`src/rtl/edge_period_meter_pkg.sv`:
```
// Shared types and constants for the edge period meter.
// Holds the FSM encoding, the default count width and a constant-safe clog2.
package edge_period_meter_pkg;

   typedef enum logic {
      IDLE  = 1'b0,
      ARMED = 1'b1
   } state_e;

   localparam int DEFAULT_CNT_W = 16;

   function automatic int clog2(input int v);
      int r;
      r = 0;
      for (int i = 0; i < 31; i++) begin
         if ((1 << i) < v) r = i + 1;
      end
      return r;
   endfunction

endpackage

```
`src/rtl/edge_period_meter_if.sv`:
```
// Consumer-facing side of the period meter: FWFT head, occupancy and drop flag.
// The meter drives through the master modport, the consumer uses the slave modport.
interface edge_period_meter_if #(
   parameter int CNT_W = edge_period_meter_pkg::DEFAULT_CNT_W,
   parameter int DEPTH = 4
) ();
   localparam int LW = edge_period_meter_pkg::clog2(DEPTH) + 1;

   logic [CNT_W-1:0] PERIOD_OUT;
   logic             SAT_OUT;
   logic             VALID_OUT;
   logic             READY_IN;
   logic [LW-1:0]    LEVEL_OUT;
   logic             DROP_OUT;

   modport master (
      output PERIOD_OUT, SAT_OUT, VALID_OUT, LEVEL_OUT, DROP_OUT,
      input  READY_IN
   );

   modport slave (
      input  PERIOD_OUT, SAT_OUT, VALID_OUT, LEVEL_OUT, DROP_OUT,
      output READY_IN
   );
endinterface

```
`src/rtl/edge_period_meter_sync_fifo_fwft.sv`:
```
// First-word-fall-through FIFO: a push is visible at the head on the next cycle.
// Full/empty come from the level counter; a push while full is accepted only alongside a pop.
module sync_fifo_fwft
   import edge_period_meter_pkg::*;
#(
   parameter int WIDTH = 8,
   parameter int DEPTH = 4
) (
   input  logic                     clk_i,
   input  logic                     rst_i,
   input  logic                     push_i,
   input  logic [WIDTH-1:0]         push_dat_i,
   input  logic                     pop_i,
   output logic [WIDTH-1:0]         head_dat_o,
   output logic                     head_vld_o,
   output logic [clog2(DEPTH):0]    level_o
);
   localparam int AW = clog2(DEPTH);
   localparam int LW = AW + 1;

   logic [WIDTH-1:0] mem_q [DEPTH];
   logic [AW-1:0]    wr_ptr_q, wr_ptr_d;
   logic [AW-1:0]    rd_ptr_q, rd_ptr_d;
   logic [LW-1:0]    level_q, level_d;
   logic             full, empty, do_push, do_pop;

   assign full    = (level_q == LW'(DEPTH));
   assign empty   = (level_q == '0);
   assign do_pop  = pop_i && !empty;
   assign do_push = push_i && (!full || do_pop);

   always_comb begin
      wr_ptr_d = wr_ptr_q;
      rd_ptr_d = rd_ptr_q;
      level_d  = level_q;
      if (do_push) wr_ptr_d = wr_ptr_q + AW'(1);
      if (do_pop)  rd_ptr_d = rd_ptr_q + AW'(1);
      case ({do_push, do_pop})
         2'b10:   level_d = level_q + LW'(1);
         2'b01:   level_d = level_q - LW'(1);
         default: level_d = level_q;
      endcase
   end

   always_ff @(posedge clk_i) begin
      if (rst_i) begin
         wr_ptr_q <= '0;
         rd_ptr_q <= '0;
         level_q  <= '0;
      end else begin
         wr_ptr_q <= wr_ptr_d;
         rd_ptr_q <= rd_ptr_d;
         level_q  <= level_d;
      end
   end

   // Storage needs no reset: the head is masked to zero whenever the FIFO is empty.
   always_ff @(posedge clk_i) begin
      if (do_push) mem_q[wr_ptr_q] <= push_dat_i;
   end

   assign head_vld_o = !empty;
   assign head_dat_o = empty ? '0 : mem_q[rd_ptr_q];
   assign level_o    = level_q;

endmodule

```
`src/rtl/edge_period_meter.sv`:
```
// Counts SYNC_CLK_IN cycles between detect pulses and queues each saturating period.
// The first pulse after reset only arms the counter; overflowing pushes set a sticky drop flag.
module edge_period_meter
   import edge_period_meter_pkg::*;
#(
   parameter int CNT_W = DEFAULT_CNT_W,
   parameter int DEPTH = 4
) (
   input  logic               SYNC_CLK_IN,
   input  logic               RESET_IN,
   input  logic               DETECT_IN,
   edge_period_meter_if.master out_if
);
   localparam int LW = clog2(DEPTH) + 1;
   localparam logic [CNT_W-1:0] CNT_MAX = '1;

   state_e           state_q, state_d;
   logic [CNT_W-1:0] cnt_q, cnt_d;
   logic             drop_q, drop_d;
   logic [CNT_W:0]   cnt_p1;
   logic             sat;
   logic [CNT_W-1:0] period;
   logic             push, pop, full;
   logic [CNT_W:0]   head_dat;
   logic             head_vld;
   logic [LW-1:0]    level;

   // One extra bit keeps cnt+1 exact so saturation is decided before truncation.
   assign cnt_p1 = {1'b0, cnt_q} + {{CNT_W{1'b0}}, 1'b1};
   assign sat    = (cnt_p1 >= {1'b0, CNT_MAX});
   assign period = sat ? CNT_MAX : cnt_p1[CNT_W-1:0];

   always_comb begin
      state_d = state_q;
      cnt_d   = cnt_q;
      push    = 1'b0;
      case (state_q)
         IDLE: begin
            cnt_d = '0;
            if (DETECT_IN) state_d = ARMED;
         end
         ARMED: begin
            if (DETECT_IN) begin
               push  = 1'b1;
               cnt_d = '0;
            end else begin
               cnt_d = period;
            end
         end
      endcase
   end

   assign pop    = head_vld && out_if.READY_IN;
   assign full   = (level == LW'(DEPTH));
   assign drop_d = drop_q | (push & full & ~pop);

   always_ff @(posedge SYNC_CLK_IN) begin
      if (RESET_IN) begin
         state_q <= IDLE;
         cnt_q   <= '0;
         drop_q  <= 1'b0;
      end else begin
         state_q <= state_d;
         cnt_q   <= cnt_d;
         drop_q  <= drop_d;
      end
   end

   sync_fifo_fwft #(
      .WIDTH (CNT_W + 1),
      .DEPTH (DEPTH)
   ) u_fifo (
      .clk_i      (SYNC_CLK_IN),
      .rst_i      (RESET_IN),
      .push_i     (push),
      .push_dat_i ({sat, period}),
      .pop_i      (pop),
      .head_dat_o (head_dat),
      .head_vld_o (head_vld),
      .level_o    (level)
   );

   assign out_if.PERIOD_OUT = head_dat[CNT_W-1:0];
   assign out_if.SAT_OUT    = head_dat[CNT_W];
   assign out_if.VALID_OUT  = head_vld;
   assign out_if.LEVEL_OUT  = level;
   assign out_if.DROP_OUT   = drop_q;

endmodule

```
`src/flat_wrapper.sv`:
```
// flat-port wrapper written by rule: the top's interface ports become plain ports
module edge_period_meter_flat import edge_period_meter_pkg::*;
#(
   parameter int CNT_W = DEFAULT_CNT_W,
   parameter int DEPTH = 4
)
  (SYNC_CLK_IN, RESET_IN, DETECT_IN, out_if_PERIOD_OUT, out_if_SAT_OUT, out_if_VALID_OUT, out_if_LEVEL_OUT, out_if_DROP_OUT, out_if_READY_IN);
  edge_period_meter_if #(.CNT_W(CNT_W), .DEPTH(DEPTH)) out_if_i ();
  input  logic SYNC_CLK_IN;
  input  logic RESET_IN;
  input  logic DETECT_IN;
  output wire logic [$bits(out_if_i.PERIOD_OUT)-1:0] out_if_PERIOD_OUT;
  output wire logic [$bits(out_if_i.SAT_OUT)-1:0] out_if_SAT_OUT;
  output wire logic [$bits(out_if_i.VALID_OUT)-1:0] out_if_VALID_OUT;
  output wire logic [$bits(out_if_i.LEVEL_OUT)-1:0] out_if_LEVEL_OUT;
  output wire logic [$bits(out_if_i.DROP_OUT)-1:0] out_if_DROP_OUT;
  input wire logic [$bits(out_if_i.READY_IN)-1:0] out_if_READY_IN;
  assign out_if_PERIOD_OUT = out_if_i.PERIOD_OUT;
  assign out_if_SAT_OUT = out_if_i.SAT_OUT;
  assign out_if_VALID_OUT = out_if_i.VALID_OUT;
  assign out_if_LEVEL_OUT = out_if_i.LEVEL_OUT;
  assign out_if_DROP_OUT = out_if_i.DROP_OUT;
  assign out_if_i.READY_IN = out_if_READY_IN;
  edge_period_meter #(.CNT_W(CNT_W), .DEPTH(DEPTH)) u_core (.SYNC_CLK_IN(SYNC_CLK_IN), .RESET_IN(RESET_IN), .DETECT_IN(DETECT_IN), .out_if(out_if_i));
endmodule
```
`config.mk`:
```
export PLATFORM = sky130hd
export DESIGN_NAME = edge_period_meter_flat
export DESIGN_NICKNAME = d
export VERILOG_FILES = /design/src/rtl/edge_period_meter_pkg.sv /design/src/rtl/edge_period_meter_if.sv /design/src/rtl/edge_period_meter_sync_fifo_fwft.sv /design/src/rtl/edge_period_meter.sv /design/src/flat_wrapper.sv
export SDC_FILE = /design/constraint.sdc
export NUM_CORES = 1
export LEC_CHECK = 0
export ABC_AREA = 1
export BUFFER_PORTS_ARGS = -buffer_cell sky130_fd_sc_hd__buf_2
export CAP_MARGIN = 20
export CORE_MARGIN = 8
export CORE_UTILIZATION = 54
export CTS_BUF_LIST = sky130_fd_sc_hd__clkbuf_4 sky130_fd_sc_hd__clkbuf_8 sky130_fd_sc_hd__clkbuf_16
export CTS_CLUSTER_SIZE = 16
export DETAILED_ROUTE_END_ITERATION = 10
export PLACE_DENSITY = 0.77
export SYNTH_ARGS = -nofsm -noshare
export SYNTH_HDL_FRONTEND = slang
export SYNTH_SLANG_ARGS = --single-unit
```
`constraint.sdc`:
```
create_clock -name SYNC_CLK_IN -period 1.9 [get_ports SYNC_CLK_IN]
set_clock_uncertainty 0.05 [all_clocks]
set_input_delay 0.095 -clock SYNC_CLK_IN [delete_from_list [all_inputs] [get_ports SYNC_CLK_IN]]
set_output_delay 0.095 -clock SYNC_CLK_IN [all_outputs]
set_load 0.02 [all_outputs]
```
==> flow_metrics.env, run 1 <==
export IMPL_drcViolationCount=0
export IMPL_cp_slowest_cell="dfxtp_4"
export IMPL_setup_violations_final=84
export IMPL_min_path_type="in -> reg"
export IMPL_cp_end_kind="flop"
export IMPL_drv_slew=0
export IMPL_yosysTopAreaCell="edfxtp_1"
export IMPL_vdd_drop_max_v=0.0005023
export IMPL_num_vias=3373
export IMPL_p_sw_mw=1.618
export IMPL_syn_inst=452
export IMPL_p_per_area_mw_per_mm2=935.2
export IMPL_place_port_buffers=25
export IMPL_cell_internal_pwr_mw=3.443
export IMPL_synth_common_cells="nor2_1 (95), edfxtp_1 (68), nand2_1 (63)"
export IMPL_cp_max_fo=8
export IMPL_start_kind="flop"
export IMPL_dp_hpwl_mm=6.054
export IMPL_synth_top_area_share_pct=47.51
export IMPL_via_per_inst=5.414
export IMPL_period_share_pct=116.8
export IMPL_synth_seq_cells=95
export IMPL_path_class="reg -> reg"
export IMPL_antennaDiodeCount=0
export IMPL_yosysSeqAreaShare_pct=60.09
export IMPL_grt_start_max_net_pins=23
export IMPL_synth_edf_count=68
export IMPL_synth_fp_nets=463
export IMPL_wire_per_inst_um=16.88
export IMPL_antenna_found_initial=0
export IMPL_grt_pass1_wl_mm=15.99
export IMPL_crit_required_ps=2170
export IMPL_ff2ff_path_depth=12
export IMPL_avgSynthCellArea_um2=9.509
export IMPL_netlist_area_mm2=0.004298
export IMPL_grt_pass1_vias=3229
export IMPL_violations="setup timing"
export IMPL_final_nets=527
export IMPL_status="complete, but fails checks"
export IMPL_ant_nets=0
export IMPL_cp_arrival_ps=2490
export IMPL_clockBufferDepth=2
export IMPL_drtPass1Iterations=5
export IMPL_multiInputGateArea_mm2=0.001725
export IMPL_hold_viol_final=0
export IMPL_path_cells="buf_6 > nand2_1 > nor2_4 > nand2_4 > o21bai_4 > nand3_1 > nor2_2 > nand3_4 > buf_16 > nand3_4 > nand2_1 > inv_1"
export IMPL_critPathBufInv=3
export IMPL_syn_to_final_growth_pct=25.94
export IMPL_ys_dominant_reg_cell="edfxtp_1"
export IMPL_seq_area_mm2=0.002600
export IMPL_root_buffer="clkbuf_8"
export IMPL_core_mm2=0.007727
export IMPL_drive_above_1_share_pct=28.41
export IMPL_drt_total_wl_mm=10.52
export IMPL_seq_power_share_pct=46.1
export IMPL_track_usage_pct=18.24
export IMPL_p_leak_nw=2.244
export IMPL_dieWidth_um=105.2
export IMPL_worst_path_largest_cell_delay_ps=380
export IMPL_rsz0062_at_grt="true"
export IMPL_insertion_delay_ps=380
export IMPL_drtIter0Drc=272
export IMPL_htreeDepth=3
export IMPL_crit_cells=12
export IMPL_gp_congestion=0.9308
export IMPL_drv_cap=0
export IMPL_fmax_mhz=450.8
export IMPL_async_flop_share_pct=0
export IMPL_p_comb_share_pct=24.9
export IMPL_rows=32
export IMPL_relSlewSlack_pct=57.23
export IMPL_cts_tree="yes"
export IMPL_synth_top_cells_by_area="edfxtp_1 (48%), dfxtp_1 (13%), nor2_1 (8.3%)"
export IMPL_cts_sinks=95
export IMPL_layout_min_cycle_time_ps=2218
export IMPL_ys_types=30
export IMPL_clkTransAtPathRegs_ps=100
export IMPL_yosys_warnings=0
export IMPL_r2r_setup_slack_ps=-320
export IMPL_p_clk_share_pct=28.9
export IMPL_post_place_ws_ps=-307.0
export IMPL_synth_most_common_cell="nor2_1"
export IMPL_start_util_pct=55.62
export IMPL_die_area_mm2=0.01107
export IMPL_setup_slack_ps=-318.4
export IMPL_path_delay_family="simple AND/OR/NAND/NOR gates"
export IMPL_r2r_end="u_core.cnt_q[8]$_SDFF_PP0_"
export IMPL_nFillCells=486
export IMPL_grt_ovfl_total=0
export IMPL_final_core_utilization_pct=70.05
export IMPL_die_y_um=105.2
export IMPL_worstSetupStartpoint="u_core.cnt_q[1]$_SDFF_PP0_"
export IMPL_cp_endpoint="u_core.cnt_q[8]$_SDFF_PP0_"
export IMPL_tightest_slew_ps=640.0
export IMPL_cts_made_buffers=9
export IMPL_p_sw_share_pct=31.97
export IMPL_r2r_start="u_core.cnt_q[1]$_SDFF_PP0_"
export IMPL_io_pins=26
==> worst reg2reg max path, cell delays in order, from the launching register on <==
cell,delay [ps]
dfxtp_4,380
buf_6,120
nand2_1,130
nor2_4,290
nand2_4,120
o21bai_4,150
nand3_1,100
nor2_2,200
nand3_4,180
buf_16,210
nand3_4,100
nand2_1,80
inv_1,60
==> worst min path at each step <==
stage                               start                   endpoint  slack, ps  depth (start not counted)
after detailed placement        DETECT_IN  u_core.state_q$_SDFF_PP0_        310                          3
after floorplan                 DETECT_IN  u_core.state_q$_SDFF_PP0_        170                          2
after CTS                 out_if_READY_IN                       flop        190                          5
after global placement          DETECT_IN  u_core.state_q$_SDFF_PP0_        300                          3
after global routing      out_if_READY_IN                       flop        260                          5
final                     out_if_READY_IN                       flop        200                          5
==> state kept, by name, summed over array words and instances, names as in the netlist, named ones only <==
name,flops
u_core.out_if.DROP_OUT,1
u_core.u_fifo.rd_ptr_q,2
u_core.u_fifo.mem_q,68
u_core.u_fifo.level_o,3
u_core.cnt_q,16
u_core.state_q,1
u_core.u_fifo.wr_ptr_q,2
==> cell type report <==
class / count / area share (%)
well taps: 102 / 2.358
flip-flops and latches: 95 / 48.04
multi-input cells: 283 / 31.88
inverters: 59 / 4.138
clock inverters: 7 / 1.711
repair buffers: 68 / 9.593
clock buffers: 9 / 2.288
==> cells in the final DEF (no fill, tap or decap), drive strengths merged <==
| cell | synthesis | final |
|---|---|---|
| nor3b | 5 | 5 |
| nand3b | 1 | 1 |
| bufinv | 0 | 2 |
| clkbuf | 11 | 9 |
| ha | 6 | 6 |
| o21ba | 1 | 1 |
| nand4 | 6 | 6 |
| nand2 | 69 | 69 |
| clkinv | 2 | 4 |
| fa | 1 | 1 |
| dlygate4sd3 | 0 | 3 |
| clkinvlp | 0 | 1 |
| inv | 57 | 59 |
| a211oi | 2 | 2 |
| nand3 | 28 | 28 |
| a21oi | 19 | 19 |
| buf | 4 | 65 |
| o21bai | 2 | 2 |
| xor2 | 1 | 1 |
| dfxtp | 27 | 27 |
| o21ai | 36 | 36 |
| nor2 | 104 | 104 |
| edfxtp | 68 | 68 |
| xnor2 | 2 | 2 |
==> power by group through the flow <==
| stage | logic (mW) | registers (mW) | clock network (mW) |
|---|---|---|---|
| 6_report | 1.26 | 2.33 | 1.46 |
| 5_1_grt | 1.39 | 2.34 | 1.55 |
| 4_1_cts | 1.25 | 2.33 | 1.46 |
| 3_5_place_dp | 1.23 | 2.38 | 0 |
| 3_3_place_gp | 1.19 | 2.37 | 0 |
| 2_1_floorplan | 0.747 | 2.38 | 0 |
==> logic make-up (layout without fill, tap and decap cells) <==
| family | after synthesis | in the layout | share of synthesized area (%) |
|---|---|---|---|
| AND/OR/NAND/NOR | 213 | 213 | 22.97 |
| XOR/XNOR | 3 | 3 | 0.6115 |
| buffers and inverters | 74 | 143 | 6.696 |
| flip-flops | 95 | 95 | 60.09 |
| adder cells (fa/ha/maj) | 7 | 7 | 2.212 |
| AO/OA/AOI/OAI | 60 | 60 | 7.423 |
==> routing by layer <==
| layer | routed length, um | GRT usage (%) | up-vias | part of all wire [%] |
|---|---|---|---|---|
| met5 | 0 | 0 | - | 0 |
| met4 | 294 | 7.951 | 0 | 2.8 |
| met3 | 687 | 4.629 | 24 | 6.5 |
| met2 | 5360 | 30.80 | 127 | 51 |
| met1 | 4176 | 21.51 | 1616 | 40 |
| li1 | - | - | 1606 | - |
==> metrics by stage <==
stage / power [mW] / cell area [um^2] / hold slack (ps) / TNS [ps] / std cells
floorplan: 3.131 / 4337 / 165.7 / 0 / 452
global placement: 3.565 / 4768 / 300.2 / -7728 / 596
detailed placement: 3.602 / 4768 / 310.8 / -20570 / 596
CTS: 5.040 / 5263 / 193.1 / -8049 / 618
global route: 5.279 / 5413 / 264.9 / -25590 / 623
finish: 5.062 / 5413 / 198.2 / -22010 / 623
==> timing repair <==
item / CTS / global route
hold buffers: 3 / 0
pin swaps: 8 / 15
buffers inserted: 1 / 5
gates cloned: 2 / 0
setup endpoints to repair: 97 / 128
hold endpoints to repair: 4 / 0
resized for setup: 35 / 29
No activity file was read; power rests on OpenSTA's default activity.
==> run 2, diff against run 1 <==
clock period = 2 ns   (was 1.9 ns; I/O delays follow)
==> flow_metrics.env, run 2 (synthesized netlist as in run 1, its figures left out) <==
export IMPL_cp_end_kind="flop"
export IMPL_insertion_delay_ps=360
export IMPL_htreeDepth=3
export IMPL_post_place_ws_ps=-115.5
export IMPL_fmax_mhz=483.0
export IMPL_io_pins=26
export IMPL_largest_reg_flops=68
export IMPL_dieWidth_um=105.2
export IMPL_p_sw_share_pct=33.56
export IMPL_p_clk_share_pct=25.8
export IMPL_drtIter0Drc=344
export IMPL_place_port_buffers=25
export IMPL_min_path_type="in -> reg"
export IMPL_track_usage_pct=17.18
export IMPL_seq_power_share_pct=49.2
export IMPL_start_kind="flop"
export IMPL_tightest_slew_ps=461.8
export IMPL_setup_violations_final=79
export IMPL_regMostFlops="u_core.u_fifo.mem_q"
export IMPL_violations="setup timing"
export IMPL_core_mm2=0.007727
export IMPL_cts_tree="yes"
export IMPL_path_cells="inv_4 > ha_4 > nor2_2 > nor2_1 > nor2_2 > nand2_2 > nor2_4 > nand2_2 > nor2_2 > nand3_4 > clkbuf_16 > nand3_4 > nand2_2 > inv_2"
export IMPL_p_comb_share_pct=25.0
export IMPL_worst_path_largest_cell_delay_ps=400
export IMPL_p_sw_mw=1.505
export IMPL_drv_cap=0
export IMPL_antenna_found_initial=0
export IMPL_ant_nets=0
export IMPL_path_delay_family="simple AND/OR/NAND/NOR gates"
export IMPL_root_buffer="clkbuf_8"
export IMPL_clockBufferDepth=2
export IMPL_vdd_drop_max_v=0.0004217
export IMPL_cts_sinks=95
export IMPL_cp_slowest_cell="dfxtp_4"
export IMPL_drv_slew=0
export IMPL_antennaDiodeCount=0
export IMPL_drt_total_wl_mm=10.07
export IMPL_drive_above_1_share_pct=29.78
export IMPL_final_nets=513
export IMPL_clkTransAtPathRegs_ps=100
export IMPL_relSlewSlack_pct=69.11
export IMPL_rsz0062_at_grt="true"
export IMPL_start_util_pct=55.62
export IMPL_status="complete, but fails checks"
export IMPL_rows=32
export IMPL_grt_pass1_vias=3129
export IMPL_drtPass1Iterations=6
export IMPL_syn_to_final_growth_pct=22.82
export IMPL_grt_start_max_net_pins=21
export IMPL_dp_hpwl_mm=5.978
export IMPL_drcViolationCount=0
export IMPL_cp_arrival_ps=2330
export IMPL_cp_max_fo=5
export IMPL_path_class="reg -> reg"
export IMPL_p_per_area_mw_per_mm2=849.6
export IMPL_layout_cells_most_common="nor2_1"
export IMPL_final_cell_mix="nor2_1 (86), edfxtp_1 (68), nand2_1 (48), inv_1 (47), o21ai_0 (35)"
export IMPL_period_share_pct=103.5
export IMPL_grt_pass1_wl_mm=15.36
export IMPL_cts_made_buffers=9
export IMPL_p_leak_nw=2.138
export IMPL_wire_per_inst_um=16.53
export IMPL_layout_min_cycle_time_ps=2070
export IMPL_critPathBufInv=3
export IMPL_nFillCells=534
export IMPL_die_y_um=105.2
export IMPL_die_area_mm2=0.01107
export IMPL_grt_ovfl_total=0
export IMPL_cell_internal_pwr_mw=2.980
export IMPL_hold_viol_final=0
export IMPL_via_per_inst=5.369
export IMPL_num_vias=3270
export IMPL_gp_congestion=0.9066
export IMPL_power_mw=4.485
export IMPL_setup_slack_ps=-70.24
export IMPL_crit_required_ps=2260
==> run 2: power groups by stage <==
stage | Sequential, mW | Combinational [mW] | Clock, mW
6_report | 2.21 | 1.12 | 1.16
5_1_grt | 2.22 | 1.23 | 1.26
4_1_cts | 2.21 | 1.12 | 1.16
2_1_floorplan | 2.26 | 0.701 | 0
3_3_place_gp | 2.25 | 1.08 | 0
3_5_place_dp | 2.25 | 1.12 | 0
==> run 2: final cells by class <==
cell class	instances	area, um^2	area share [%]
well taps	102	127.6	2.418
repair buffers	54	435.4	8.248
clock buffers	9	123.9	2.347
clock inverters	7	56.30	1.067
inverters	59	224.0	4.243
multi-input cells	283	1710	32.40
flip-flops and latches	95	2601	49.28
==> run 2: worst reg2reg max path: cells and delay by family, from the launching register on <==
kind | cells | cell delay [ps]
simple gates | 10 | 1080
buf+inv | 3 | 310
fa+ha+maj | 1 | 210
flops | 1 | 400
==> run 2: worst paths after layout <==
path,startpoint,slack (ps),endpoint,cells after the start
max reg2reg,u_core.cnt_q[0]$_SDFF_PP0_,-70,u_core.cnt_q[8]$_SDFF_PP0_,14
min,out_if_READY_IN,210,u_core.u_fifo.rd_ptr_q[0]$_SDFFE_PP0P_,5
min reg2reg,u_core.u_fifo.level_o[0]$_SDFFE_PP0P_,430,u_core.u_fifo.level_o[0]$_SDFFE_PP0P_,1
max,u_core.cnt_q[0]$_SDFF_PP0_,-70,u_core.cnt_q[8]$_SDFF_PP0_,14
==> run 2: what timing repair did <==
action | in CTS | in global routing
cloned | 0 | 1
hold endpoints to repair | 3 | 0
pin swaps | 1 | 20
buffers inserted | 3 | 5
gates resized for setup | 4 | 73
setup endpoints to repair | 84 | 86
hold buffers | 2 | 0
==> run 2: routing by layer <==
layer  track usage, %  wire length [um]  up-vias
met1            21.49              4320     1546
met5                0                 0        -
met2            28.46              5027      125
li1                 -                 -     1583
met4            6.320               172        0
met3            3.837               548       16
==> run 2: through the flow <==
step / setup TNS [ps] / utilization [%] / instance area (um^2) / hold WS [ps] / std cells
floorplan: -2377 / - / 4312 / 170.7 / 452
global placement: -719.7 / 60.67 / 4688 / 305.9 / 582
detailed placement: -5580 / 60.67 / 4688 / 331.0 / 582
CTS: 0 / 63.84 / 4933 / 207.6 / 603
global route: -8066 / 68.31 / 5279 / 248.7 / 609
finish: -2070 / 68.31 / 5279 / 213.4 / 609
==> run 3, diff against run 2 <==
CORE_UTILIZATION = 30   (was 54)
PLACE_DENSITY = 0.49   (was 0.77)
==> flow_metrics.env, run 3 (synthesized netlist as in run 1, its figures left out) <==
export IMPL_post_dp_cell_area_mm2=0.004831
export IMPL_antennaDiodeCount=0
export IMPL_layout_cells_most_common="nor2_1"
export IMPL_ant_nets=0
export IMPL_drive_above_1_share_pct=26.92
export IMPL_tightest_slew_ps=340.8
export IMPL_gp_congestion=0.8290
export IMPL_final_cell_mix="nor2_1 (86), edfxtp_1 (68), nand2_1 (56), inv_1 (54), o21ai_0 (35)"
export IMPL_min_path_cells=2
export IMPL_path_class="reg -> reg"
export IMPL_clkTransAtPathRegs_ps=60
export IMPL_drtIter0Drc=180
export IMPL_track_usage_pct=11.01
export IMPL_regMostFlops="u_core.u_fifo.mem_q"
export IMPL_path_cells="ha_4 > nand2_4 > nor2_4 > nand2_4 > nor2_4 > xnor2_2 > nor2_2 > nand3_4 > buf_12 > nand3_4"
export IMPL_relSlewSlack_pct=77.21
export IMPL_drv_cap=0
export IMPL_cp_slowest_cell="dfxtp_4"
export IMPL_num_vias=3051
export IMPL_hold_viol_final=0
export IMPL_cp_end_kind="flop"
export IMPL_drcViolationCount=0
export IMPL_detailroute_wirelength_met2_mm=4.891
export IMPL_start_kind="flop"
export IMPL_top_layer_used="met4"
export IMPL_grt_start_max_net_pins=35
export IMPL_grt_pass1_wl_mm=15.41
export IMPL_via_per_inst=4.428
export IMPL_status="finished, final reports clean"
export IMPL_min_path_type="in -> reg"
export IMPL_period_share_pct=98.32
export IMPL_htreeDepth=3
export IMPL_wire_per_inst_um=14.28
export IMPL_clockBufferDepth=2
export IMPL_drt_total_wl_mm=9.840
export IMPL_p_per_area_mw_per_mm2=918.4
export IMPL_start_util_pct=30.84
export IMPL_vdd_drop_max_v=0.0004093
export IMPL_layout_min_cycle_time_ps=1966
export IMPL_drtPass1Iterations=4
export IMPL_final_nets=515
export IMPL_cp_max_fo=8
export IMPL_met1_length_mm=4.420
export IMPL_cts_sinks=95
export IMPL_p_leak_nw=2.233
export IMPL_setup_violations_final=0
export IMPL_dieWidth_um=135.7
export IMPL_rows=43
export IMPL_place_port_buffers=25
export IMPL_io_pins=26
export IMPL_die_y_um=135.7
export IMPL_worst_path_largest_cell_delay_ps=400
export IMPL_largest_reg_flops=68
export IMPL_die_area_mm2=0.01841
export IMPL_cts_tree="yes"
export IMPL_grt_ovfl_total=0
export IMPL_rsz0062_at_grt="true"
export IMPL_cts_made_buffers=9
export IMPL_met3_length_um=329
export IMPL_antenna_found_initial=0
export IMPL_grt_pass1_vias=2894
export IMPL_power_mw=5.034
export IMPL_finalSetupTns_ps=0
export IMPL_fmax_mhz=508.6
export IMPL_drv_slew=0
export IMPL_core_mm2=0.01393
export IMPL_final_cell_area_mm2=0.005482
export IMPL_syn_to_final_growth_pct=27.54
export IMPL_crit_required_ps=2020
export IMPL_root_buffer="clkbuf_16"
export IMPL_insertion_delay_ps=340
export IMPL_cp_arrival_ps=1990
export IMPL_dp_hpwl_mm=6.272
export IMPL_nFillCells=1348
export IMPL_ff2ff_path_depth=10
## run 3: through the flow
step	setup WS [ps]	hold slack [ps]	instances	utilization, %
after global routing	-34.10	37.89	689	39.34
after floorplan	-34.96	170.7	452	-
final	33.70	27.26	689	39.34
after detailed placement	-142.7	327.3	666	34.67
after global placement	-120.9	317.6	666	34.67
after CTS	10.15	13.16	685	37.33
## run 3: cell type report
type / instances / area [um^2] / area share, %
Timing Repair Buffer: 56 / 452.9 / 8.263
Tap cell: 180 / 225.2 / 4.109
Inverter: 59 / 225.2 / 4.109
Clock buffer: 10 / 239.0 / 4.360
Sequential cell: 95 / 2596 / 47.36
Multi-Input combinational cell: 283 / 1683 / 30.70
Clock inverter: 6 / 60.06 / 1.096
## run 3: worst paths after layout
path | from | to | slack, ps
setup / recovery | u_core.cnt_q[1]$_SDFF_PP0_ | u_core.u_fifo.mem_q[2][0]$_DFFE_PP_ | 30
hold / removal | RESET_IN | u_core.state_q$_SDFF_PP0_ | 30
setup reg to reg | u_core.cnt_q[1]$_SDFF_PP0_ | u_core.u_fifo.mem_q[2][0]$_DFFE_PP_ | 30
hold reg to reg | u_core.u_fifo.level_o[0]$_SDFFE_PP0P_ | u_core.u_fifo.level_o[0]$_SDFFE_PP0P_ | 410
## run 3: repair_timing
| item | 4_1_cts | 5_1_grt |
|---|---|---|
| buffers inserted | 2 | 3 |
| cloned | 0 | 1 |
| hold endpoints to repair | 1 | 0 |
| endpoints found under the setup margin | 85 | 95 |
| hold buffers | 1 | 0 |
| resized for setup | 7 | 49 |
| pin swaps | 1 | 18 |
## run 3: worst max-delay path: cells and delay by family, from the launching register on
kind                       cells  cell delay, ps
and+or+nand+nor                7             760
DFF                            1             400
adders and majority gates      1             170
buffers and inverters          1             170
xor gates and xnor gates       1             140
## run 3: power breakdown
| group | internal, mW | switching (mW) |
|---|---|---|
| registers | 2.17 | 0.0556 |
| clock network | 0.996 | 0.694 |
| logic | 0.356 | 0.768 |
| total | 3.52 | 1.52 |
## run 3: per-layer routing
metal	track usage, %	vias to the layer above
li1	-	1591
met1	13.27	1409
met2	18.45	41
met3	2.077	10
met4	5.429	0
met5	0	-
